$ cat src/rtl/clk_div_gen.sv
// clk_div_gen: one binary counter on clk_32f feeding registered power-of-two
// divided clocks, per-tap rise/fall strobes, fixed clk_4f/clk_2f/clk_f taps,
// a glitch-free runtime-selectable clock and a lock indicator.
module clk_div_gen #(
  parameter int CNT_W    = 5,
  parameter int SEL_W    = 3,
  parameter int SEL_INIT = 2
) (
  input  logic             clk_32f,
  input  logic             reset,
  input  logic             en,
  input  logic             sync_clr,
  input  logic [SEL_W-1:0] sel,
  output logic [CNT_W-1:0] div_clk,
  output logic [CNT_W-1:0] rise_stb,
  output logic [CNT_W-1:0] fall_stb,
  output logic             clk_4f,
  output logic             clk_2f,
  output logic             clk_f,
  output logic             clk_sel,
  output logic             sel_ack,
  output logic             locked
);

  // Tap count expressed in sel's width plus one bit so the range test is exact.
  localparam logic [SEL_W:0]   SEL_LIM    = (SEL_W + 1)'(CNT_W);
  localparam logic [SEL_W-1:0] SEL_INIT_V = SEL_W'(SEL_INIT);

  logic [CNT_W-1:0] r_cnt;
  logic [CNT_W-1:0] r_rise;
  logic [CNT_W-1:0] r_fall;
  logic [SEL_W-1:0] r_sel_q;
  logic             r_clk_sel;
  logic             r_sel_ack;
  logic             r_locked;

  logic [CNT_W-1:0] w_nxt;
  logic             w_wrap;
  logic             w_switch;
  logic             w_sel_ok;
  logic [SEL_W-1:0] w_sel_next;
  logic             w_tap;

  // Next counter value: clear wins over enable, otherwise hold.
  always_comb begin
    // NOTE: every combinational output gets a default first so no path can
    // leave it unassigned and infer a latch.
    w_nxt = r_cnt;
    if (sync_clr) begin
      w_nxt = '0;
    end else if (en) begin
      w_nxt = r_cnt + 1'b1;
    end
  end

  // The selection may only move where every tap is about to be low: at a
  // wrap or on a synchronous clear, so the selected clock can never runt.
  assign w_wrap     = en & (&r_cnt);
  assign w_switch   = sync_clr | w_wrap;
  assign w_sel_ok   = ({1'b0, sel} < SEL_LIM) && (sel != r_sel_q);
  assign w_sel_next = (w_switch && w_sel_ok) ? sel : r_sel_q;

  // Pick the next value of the tap that will be selected after this edge.
  always_comb begin
    w_tap = 1'b0;
    for (int k = 0; k < CNT_W; k++) begin
      if (w_sel_next == SEL_W'(k)) begin
        w_tap = w_nxt[k];
      end
    end
  end

  // Counter, strobes, selection and lock state, all on the single clock.
  always_ff @(posedge clk_32f or negedge reset) begin
    if (!reset) begin
      r_cnt     <= '0;
      r_rise    <= '0;
      r_fall    <= '0;
      r_sel_q   <= SEL_INIT_V;
      r_clk_sel <= 1'b0;
      r_sel_ack <= 1'b0;
      r_locked  <= 1'b0;
    end else begin
      // NOTE: non-blocking assignments so every register samples the
      // pre-edge values regardless of statement order.
      r_cnt     <= w_nxt;
      r_rise    <= w_nxt & ~r_cnt;
      r_fall    <= ~w_nxt & r_cnt;
      r_sel_q   <= w_sel_next;
      r_clk_sel <= w_tap;
      r_sel_ack <= w_switch & w_sel_ok;
      if (sync_clr) begin
        r_locked <= 1'b0;
      end else if (w_wrap) begin
        r_locked <= 1'b1;
      end
    end
  end

  assign div_clk  = r_cnt;
  assign rise_stb = r_rise;
  assign fall_stb = r_fall;
  assign clk_4f   = r_cnt[2];
  assign clk_2f   = r_cnt[3];
  assign clk_f    = r_cnt[4];
  assign clk_sel  = r_clk_sel;
  assign sel_ack  = r_sel_ack;
  assign locked   = r_locked;

endmodule

$ cat config.mk
export PLATFORM = sky130hd
export DESIGN_NAME = clk_div_gen
export DESIGN_NICKNAME = d
export VERILOG_FILES = /design/src/rtl/clk_div_gen.sv
export SDC_FILE = /design/constraint.sdc
export NUM_CORES = 1
export LEC_CHECK = 0
export BUFFER_PORTS_ARGS = -buffer_cell sky130_fd_sc_hd__clkbuf_2
export CAP_MARGIN = 20
export CORE_UTILIZATION = 41
export DETAILED_ROUTE_END_ITERATION = 6
export PLACE_DENSITY = 0.76
export SLEW_MARGIN = 15
export SYNTH_ARGS = -nofsm -noshare
export SYNTH_HDL_FRONTEND = slang
export SYNTH_SLANG_ARGS = --single-unit
$ cat constraint.sdc
create_clock -name clk_32f -period 2 [get_ports clk_32f]
set_input_delay 0.1 -clock clk_32f [delete_from_list [all_inputs] [get_ports clk_32f]]
set_output_delay 0.1 -clock clk_32f [all_outputs]
set_load 0.05 [all_outputs]
==> key figures <==
Pwr
  • Tot Pwr: 0.898 mW
  • Flop pwr share: 52.7%
  • Max rail drop VDD: 0.000419 V
  • Leakage power: 0.609 nW
  • P_int: roughly 0.60 mW
  • PwrDens: approximately 730 nW/um2
  • Clock Power Share: 22.8%
  • Comb pwr share: between 20 and 25%
  • Sw Share: 32.9%
  • Switching Power: 0.296 mW

Floorplan
  • DIE AREA: 2550 um2
  • IO Pins: 28
  • Die Y: roughly 51 um
  • Num rows: 17
  • Width of the die: 50.5 um
  • Initial cell density of the core: between 40% and 50%
  • Core ar.: 2210 um2

Global routing
  • Vias in the first global route: 698
  • Largest net degree at the start of global routing: 22
  • Gr ovfl total: 0
  • Global-route wire length before repair: ~3.1 mm
  • Initial antenna violation count: 0
  • GRT Overall Usage: 16.9%

Routing
  • Via count: between 700 and 800
  • Final WL: 1.93 mm
  • Drt drc: 0
  • Iteration-0 DRC Markers: 18
  • Pre-antenna DRT Iters: 4
  • Avg WL per Cell: 13.6 um
  • Avg Vias per Cell: 5.24
  • DRT antenna net count: 0

Synth
  • Syn Inst Count: 84
  • Post-synth ARST share: 100%
  • Synth Warn #: 0
  • Synth unique cells: 31
  • Top_reg_cell synth: dfrtp_1
  • Syn_area_per_cell: 11.5 um2
  • Post-Synthesis Cell Area: 966 um2
  • Number of synthesized flops with an enable pin: 0
  • Seq/Total Area, Yosys: 54.5%
  • Syn_nets: 93
  • Synth Register Bits: 21

Timing
  • Setup Skew: 0.000605 ns
  • WHS: 0.199 ns
  • Fmax: 518 MHz
  • Post-route setup slack: about 0.070 ns
  • Slew margin rel.: 65.4%
  • Hold Violations, Final: 0
  • Final worst-path cycle share: between 90% and 100%
  • Final Critical Period: 1.93 ns
  • Slew Viols, Final: 0
  • Least-Margin Pin Slew: 0.519 ns
  • Final setup vio count: 0
  • Setup TNS: 0 ns

Placed design
  • Pre-CTS WS: -0.00558 ns
  • DP Area: about 1100 um2
  • GPL Wtd Cong: 0.801
  • Port bufs: 27
  • Placed cell count: 134
  • DPL Wire Length: 1.38 mm

Finish
  • Non-Filler Instances: 142
  • Register area: 532 um2
  • Final Util: 55.5%
  • Total of fill cells in the finished design: approximately 210
  • Nets@finish: 124
  • Diode count: 0
  • Area delta synth->final: 27.2%
  • Layout Cell Area excl Fill: 1230 um2
  • Footprint of the multi-input gates: 454 um2
  • Layout cells sized above 1: 48.2%

Clock tree
  • Clk buf depth: 2
  • Skew-Pair Late Insertion Delay: 0.30 ns
  • Clock tree sinks: 21
  • CTS H-tree lvls: 1
  • CTS buffer count: 3
  • Worst-path clk slew: 0.12 ns
  • TritonCTS clock tree: yes
  • CTS root buffer: clkbuf_4

Critical path
  • CP max-delay cell: dfrtp_2
  • Critical Path Most Common Cell: ha_4
  • CP top delay family: compound AO/OA/AOI/OAI gates
  • WP data arrival: 2.12 ns
  • Cell Chain, Critical Path: ha_4, and3_4, ha_4, a21oi_4, a211o_1, and2_4, nor2b_4, o211ai_2
  • WP data required: between 2 and 2.5 ns
  • Highest cell delay on the worst timing path: 0.47 ns
  • Critical path fanouts, max: 6
  • CP Capture Type: flip-flop
  • WS Path Type: flip-flop to flip-flop
  • Worst path bufs/invs: 0
  • Crit start category: flip-flop

Outcome
  • Status: finished clean

Run
  • Max cap viols: 0

Worst hold path
  • Worst hold path class: input port to flip-flop
[cell usage in the layout (no fill, tap or decap), drive strengths merged]
cell type    count
dlygate4sd3      1
nand3b           1
ha               2
nand2            1
dfstp            1
o21bai           1
a21oi            4
o221ai           1
buf              4
o2111ai          1
xor2             2
dfrtp           20
o22ai            1
clkinv           2
and2             1
o211ai           2
and3             1
mux2i            2
a211o            2
nor3             8
o21a             3
nor2b            6
a31oi            1
clkbuf          30
xnor2            2
nand4            1
nor2            10
a21o             3
[registers in the layout, summed over array words and instances, names as in the netlist]
signal	cells
locked	1
clk_sel	1
sel_ack	1
r_sel_q	3
div_clk	5
rise_stb	5
fall_stb	5
[timing repair]
item	in CTS	in global routing
buffers inserted	0	3
endpoints found under the setup margin	1	1
hold endpoints to repair	20	0
resized for setup	0	8
hold buffers	1	0
pin swaps	1	5
[synth_stat cells (all sizes together) (3+ instances only)]
cell type / number / share of area, %
o21a: 3 / 2.3
nor3: 8 / 4.1
dfrtp: 20 / 52
a21oi: 4 / 3.2
buf: 4 / 3.5
nor2b: 6 / 4.7
nor2: 10 / 3.9
a21o: 3 / 2.3
[cell type report]
class | count | area share (%)
Inverter | 1 | 0.407
Tap cell | 28 | 2.85
Sequential cell | 21 | 43.3
Multi-Input combinational cell | 56 | 37.0
Clock buffer | 3 | 1.83
Timing Repair Buffer | 32 | 14.3
Clock inverter | 1 | 0.407
[power groups by stage]
stage               combinational (mW)  sequential (mW)  clock [mW]
floorplan                       0.0893            0.542           0
global placement                 0.201            0.479           0
detailed placement               0.207            0.480           0
CTS                              0.209            0.472       0.211
global route                     0.238            0.476       0.228
finish                           0.220            0.473       0.205
[path summary, 6_finish.rpt]
path / startpoint / end / slack, ns / cells after the start
min: sync_clr / locked / 0.20 / 2
min in group asynchronous: reset / rise_stb[4] / 0.29 / 2
min reg2reg: locked / locked / 0.52 / 2
max: div_clk[1] / clk_sel / 0.07 / 8
max in group asynchronous: reset / div_clk[0] / 1.34 / 2
max reg2reg: div_clk[1] / clk_sel / 0.07 / 8
[worst reg2reg max path: stages (launching register included)]
cell      delay [ns]
dfrtp_2         0.47
ha_4            0.18
and3_4          0.18
ha_4            0.17
a21oi_4         0.26
a211o_1         0.18
and2_4          0.17
nor2b_4         0.13
o211ai_2        0.08
[metal layers]
layer  part of all wire (%)  global-route usage (%)  up-vias
li1                       -                       -      357
met3                    3.6                    2.73        0
met5                      0                       0        -
met1                     46                    21.4      367
met4                      0                    7.87        0
met2                     50                    28.0       20
[cell families after synthesis]
group	count (synthesis)	synth area share, %
AOI/OAI and AO/OA	19	16.3
xor gates and xnor gates	4	3.63
adders and majority gates	2	2.59
buffers and inverters	7	4.79
DFF	21	54.5
muxes	2	2.07
and+or+nand+nor	29	16.1
(Power assumes the default switching activity.)
